[config.mk]
export PLATFORM = sky130hd
export DESIGN_NAME = unidad_logica_reg
export DESIGN_NICKNAME = d
export VERILOG_FILES = /design/src/rtl/logica_pkg.sv /design/src/rtl/logica_comb.sv /design/src/rtl/unidad_logica_reg.sv
export SDC_FILE = /design/constraint.sdc
export NUM_CORES = 1
export LEC_CHECK = 0
export ABC_AREA = 1
export CAP_MARGIN = 40
export CORE_UTILIZATION = 58
export DETAILED_ROUTE_END_ITERATION = 10
export DONT_BUFFER_PORTS = 1
export PLACE_DENSITY = 0.76
export SYNTH_ARGS = -nofsm -noshare
export SYNTH_HDL_FRONTEND = slang
export SYNTH_SLANG_ARGS = --single-unit
[constraint.sdc]
create_clock -name clk -period 2 [get_ports clk]
set_input_delay 0.5 -clock clk [delete_from_list [all_inputs] [get_ports clk]]
set_output_delay 0.5 -clock clk [all_outputs]
set_load 0.005 [all_outputs]
[src/rtl/logica_pkg.sv]
// Shared opcode definitions for the registered bitwise logic unit.
package logica_pkg;

    localparam int OP_W = 3;

    typedef enum logic [OP_W-1:0] {
        OP_AND  = 3'd0,
        OP_NOT  = 3'd1,
        OP_NAND = 3'd2,
        OP_OR   = 3'd3,
        OP_NOR  = 3'd4,
        OP_XOR  = 3'd5,
        OP_XNOR = 3'd6,
        OP_PASS = 3'd7
    } op_e;

endpackage

[src/rtl/logica_comb.sv]
// Combinational gate selector: one WIDTH-bit bitwise function chosen by opcode.
module logica_comb
    import logica_pkg::*;
#(
    parameter int WIDTH = 8
) (
    input  op_e              i_op,
    input  logic [WIDTH-1:0] i_a,
    input  logic [WIDTH-1:0] i_b,
    output logic [WIDTH-1:0] o_y
);

    always_comb begin
        o_y = '0;
        case (i_op)
            OP_AND:  o_y = i_a & i_b;
            OP_NOT:  o_y = ~i_a;
            OP_NAND: o_y = ~(i_a & i_b);
            OP_OR:   o_y = i_a | i_b;
            OP_NOR:  o_y = ~(i_a | i_b);
            OP_XOR:  o_y = i_a ^ i_b;
            OP_XNOR: o_y = ~(i_a ^ i_b);
            OP_PASS: o_y = i_a;
            default: o_y = '0;
        endcase
    end

endmodule

[src/rtl/unidad_logica_reg.sv]
// Registered logic unit: valid/ready output stage, accumulator operand,
// zero/parity flags and completed-transaction counter.
module unidad_logica_reg
    import logica_pkg::*;
#(
    parameter int WIDTH = 8,
    parameter int CNT_W = 16
) (
    input  logic             clk,
    input  logic             rst_n,
    input  logic             in_valid,
    output logic             in_ready,
    input  logic [OP_W-1:0]  in_op,
    input  logic [WIDTH-1:0] in_a,
    input  logic [WIDTH-1:0] in_b,
    input  logic             in_acc_sel,
    input  logic             in_acc_wr,
    input  logic             acc_clr,
    output logic             out_valid,
    input  logic             out_ready,
    output logic [WIDTH-1:0] out_y,
    output logic             out_zero,
    output logic             out_par,
    output logic [WIDTH-1:0] acc_q,
    output logic [CNT_W-1:0] tx_count
);

    logic             r_out_valid;
    logic [WIDTH-1:0] r_out_y;
    logic             r_out_zero;
    logic             r_out_par;
    logic [WIDTH-1:0] r_acc;
    logic [CNT_W-1:0] r_tx_count;

    logic             w_accept;
    logic [WIDTH-1:0] w_bsel;
    logic [WIDTH-1:0] w_result;

    assign in_ready = !r_out_valid || out_ready;
    assign w_accept = in_valid && in_ready;
    assign w_bsel   = in_acc_sel ? r_acc : in_b;

    logica_comb #(
        .WIDTH (WIDTH)
    ) u_comb (
        .i_op (op_e'(in_op)),
        .i_a  (in_a),
        .i_b  (w_bsel),
        .o_y  (w_result)
    );

    // Output stage: result and flags only change on accept, so they hold while stalled.
    always_ff @(posedge clk or negedge rst_n) begin
        if (!rst_n) begin
            r_out_valid <= 1'b0;
            r_out_y     <= '0;
            r_out_zero  <= 1'b0;
            r_out_par   <= 1'b0;
        end else if (w_accept) begin
            r_out_valid <= 1'b1;
            r_out_y     <= w_result;
            r_out_zero  <= (w_result == '0);
            r_out_par   <= ^w_result;
        end else if (out_ready) begin
            r_out_valid <= 1'b0;
        end
    end

    // Clear wins over a same-edge write; the result itself already used the old value.
    always_ff @(posedge clk or negedge rst_n) begin
        if (!rst_n) begin
            r_acc <= '0;
        end else if (acc_clr) begin
            r_acc <= '0;
        end else if (w_accept && in_acc_wr) begin
            r_acc <= w_result;
        end
    end

    always_ff @(posedge clk or negedge rst_n) begin
        if (!rst_n) begin
            r_tx_count <= '0;
        end else if (r_out_valid && out_ready) begin
            r_tx_count <= r_tx_count + CNT_W'(1);
        end
    end

    assign out_valid = r_out_valid;
    assign out_y     = r_out_y;
    assign out_zero  = r_out_zero;
    assign out_par   = r_out_par;
    assign acc_q     = r_acc;
    assign tx_count  = r_tx_count;

endmodule
==> impl_metrics.csv, run 1 <==
group,metric,value,unit
setup_path,worstPathRequired,2.16,ns
grt,grtUsageTotal,29.0,%
logic_synthesis,synthArstFlopShare,100,%
grt,grt_first_pass_wirelength,11500,um
drt,final_antenna_net_count,0,
clock_network,clockBufferDepth,2,
drt,vias_per_cell,5.39,
grt,grt_max_degree,36,
setup_path,crit_path_frequent_cell,"ha_4",
setup_path,path_cells,"inv_1, nand2_2, o21ai_2, ha_4, nand4_1, nand2_1, nor2_1, nand3_2, inv_2, ha_4, xnor2_2, xnor2_1, o21ai_1",
logic_synthesis,synth.most_common_cell,"nand2_1",
setup_path,cp_max_fo,2,
worst_hold_path,hold_class,"primary input to asynchronous set/reset pin",
sta,finalHoldViolCount,0,
floorplanning,die_w,71.6,um
clock_network,clk_pin_slew,0.08,ns
sta,skew,0.00844,ns
layout,nNetsFinal,516,
sta,period_needed,2.10,ns
sta,finalMaxSlewViolations,0,
logic_synthesis,synth.top_cell.area_share,31.2,%
setup_path,slowest_delay,0.39,ns
floorplanning,dieArea,5120,um2
clock_network,cts_root_buffer,"clkbuf_8",
drt,routed_wl,7380,um
pwr,ir_drop,0.000483,V
setup_path,end_kind,"flip-flop",
layout,drive_above_1_share,21.5,%
clock_network,clk_latency,0.28,ns
sta,tightest_slew,0.383,ns
drt,via_count,2813,
setup_path,worst-path-buf-inv,2,
logic_synthesis,syn_avg_cell_area,6.64,um2
logic_synthesis,yosysSeqAreaShare,31.2,%
setup_path,path_class,"flip-flop to flip-flop",
setup_path,worstSetupStartpointType,"flip-flop",
logic_synthesis,ys.flop_type,"dfrtp_1",
grt,grt_pass1_vias,2558,
clock_network,htreeDepth,2,
drt,first_pass_iters,4,
run_status,status,"finished, violations left",
sta,layout_setup_ws,-0.0980,ns
sta,fin_crit_sh,105,%
logic_synthesis,synth_common_cells,"nand2_1 (144), inv_1 (70), nand3_1 (43)",
floorplanning,rows,24,
logic_synthesis,yosysTopAreaCell,"dfrtp_1",
setup_path,worst_path_max_delay_cell,"dfrtp_1",
placement,gp_congestion,0.855,
logic_synthesis,synth_nets,470,
grt,antenna_found_initial,0,
clock_network,cts_tree,"yes",
logic_synthesis,syn_area,2810,um2
setup_path,cp_top_family,"simple AND/OR/NAND/NOR gates",
floorplanning,core_area,4500,um2
pwr,power_leakage,0.00194,uW
grt,overflow,0,
sta,slew_headroom,74.5,%
logic_synthesis,ys_warn_count,0,
placement,io_buffers,0,
sta,rsz0062_at_grt,"yes",
clock_network,clock-sinks,35,
floorplanning,num_io_pins,62,
pwr,p_per_area,652,nW/um2
setup_path,cp.arrival,2.25,ns
sta,fmaxAchievable,477,MHz
drt,wl_per_cell,14.1,um
logic_synthesis,synth_edf_count,0,
floorplanning,initial_core_util,62.3,%
sta,setup-tns-final,-0.0980,ns
logic_synthesis,ys_ff_latch,35,
logic_synthesis,ys_types,24,
clock_network,cts_buffers,5,
floorplanning,die_h,71.6,um
logic_synthesis,synth.area.top_cells,"dfrtp_1 (31%), nand2_1 (19%), ha_1 (9.4%), inv_1 (9.4%), nand3_1 (7.7%)",
run_status,failed_checks,"negative setup slack",
sta,whs,0.0436,ns
layout,area_growth,21.9,%
placement,place_hpwl,5350,um
run,drv_cap,0,
layout,n_antenna_cell,0,
drt,drc_errors,0,
sta,finalSetupViolations,1,
logic_synthesis,syn_inst,423,
drt,drtIter0Drc,125,
## worst paths after layout
path	from	slack, ns	cells past startpoint	to
max reg2reg	acc_q[5]$_DFFE_PN0P_	-0.1	13	out_par$_DFFE_PN0P_
max	acc_q[5]$_DFFE_PN0P_	-0.1	13	out_par$_DFFE_PN0P_
min in group clk	in_valid	0.37	2	out_valid$_DFFE_PN0P_
min	rst_n	0.04	1	tx_count[10]$_DFFE_PN0P_
max in group asynchronous	rst_n	1.78	1	out_y[1]$_DFFE_PN0P_
min reg2reg	out_y[7]$_DFFE_PN0P_	0.51	2	out_y[7]$_DFFE_PN0P_
## worst register-to-register path, cell delays in order, from the launching register on
cell and delay [ns]:
dfrtp_1 0.39, inv_1 0.07, nand2_2 0.05, o21ai_2 0.09
ha_4 0.23, nand4_1 0.09, nand2_1 0.07, nor2_1 0.12
nand3_2 0.13, inv_2 0.11, ha_4 0.21, xnor2_2 0.14
xnor2_1 0.19, o21ai_1 0.08
## flip-flops by register name, summed over array words and instances, names as in the netlist
register / flops
out_valid: 1
out_zero: 1
acc_q: 8
out_par: 1
out_y: 8
tx_count: 16
## stage by stage
stage                     setup WS (ns)  utilization (%)  instances  total power [uW]  instance area (um2)
after floorplan                  -0.167                -        423              1390                 2820
after global placement           -0.127             70.3        510              1560                 3170
after detailed placement         -0.196             70.3        510              1580                 3170
after CTS                      -0.00958             74.2        520              2150                 3340
after global routing             -0.214             76.0        522              2370                 3420
final                           -0.0980             76.0        522              2230                 3420
## cells in the final DEF (no fill, tap or decap), drive strengths merged
cell and instances:
nand2 147, inv 74, buf 49, nand3 47
nor2 39, dfrtp 35, ha 21, nand4 18
o21ai 13, xnor2 8, xor2 7, clkbuf 5
and2 2, clkinvlp 2, clkinv 1, a21oi 1
nand3b 1
## power breakdown
part	switching (uW)	internal [uW]
clock network	268	249
logic	409	346
registers	141	819
## timing repair
action,CTS,global route
endpoints found under the hold margin,35,0
pin swaps,18,14
gates resized for setup,12,13
endpoints found under the setup margin,1,2
hold buffers,1,0
setup buffers,1,2
## layer usage
metal / share of wire [%] / track usage, % / up-vias
met5: 0 / 0 / -
met2: 48 / 48.4 / 108
met4: 1.5 / 6.97 / 0
met1: 43 / 38.0 / 1286
met3: 7.5 / 7.31 / 12
li1: - / - / 1407
## logic make-up (layout without fill, tap and decap cells)
| group | Yosys count | in the layout | share of synthesized area (%) |
|---|---|---|---|
| flip-flops | 35 | 35 | 31.2 |
| adder cells (fa/ha/maj) | 21 | 21 | 9.36 |
| AND/OR/NAND/NOR | 254 | 254 | 39.8 |
| AO/OA/AOI/OAI | 14 | 14 | 2.90 |
| XOR/XNOR | 15 | 15 | 4.68 |
| buffers and inverters | 84 | 131 | 12.1 |
## cell type report
class	instances	area, um2
repair buffers	49	393
multi-input cells	304	1720
inverters	74	279
clock inverters	3	23.8
fillers	338	1080
flip-flops and latches	35	876
well taps	52	65.1
clock buffers	5	68.8
Note: power is estimated with default switching activity, not from simulation.
==> inputs of run 2 (changes only) <==
--- a/config.mk
+++ b/config.mk
@@ -7,6 +7,7 @@
 export LEC_CHECK = 0
 export ABC_AREA = 1
 export CAP_MARGIN = 40
+export CORE_MARGIN = 1
 export CORE_UTILIZATION = 58
 export DETAILED_ROUTE_END_ITERATION = 10
 export DONT_BUFFER_PORTS = 1
==> results of run 2 <==
Final layout, timing and power as in run 1 (identical DEF).
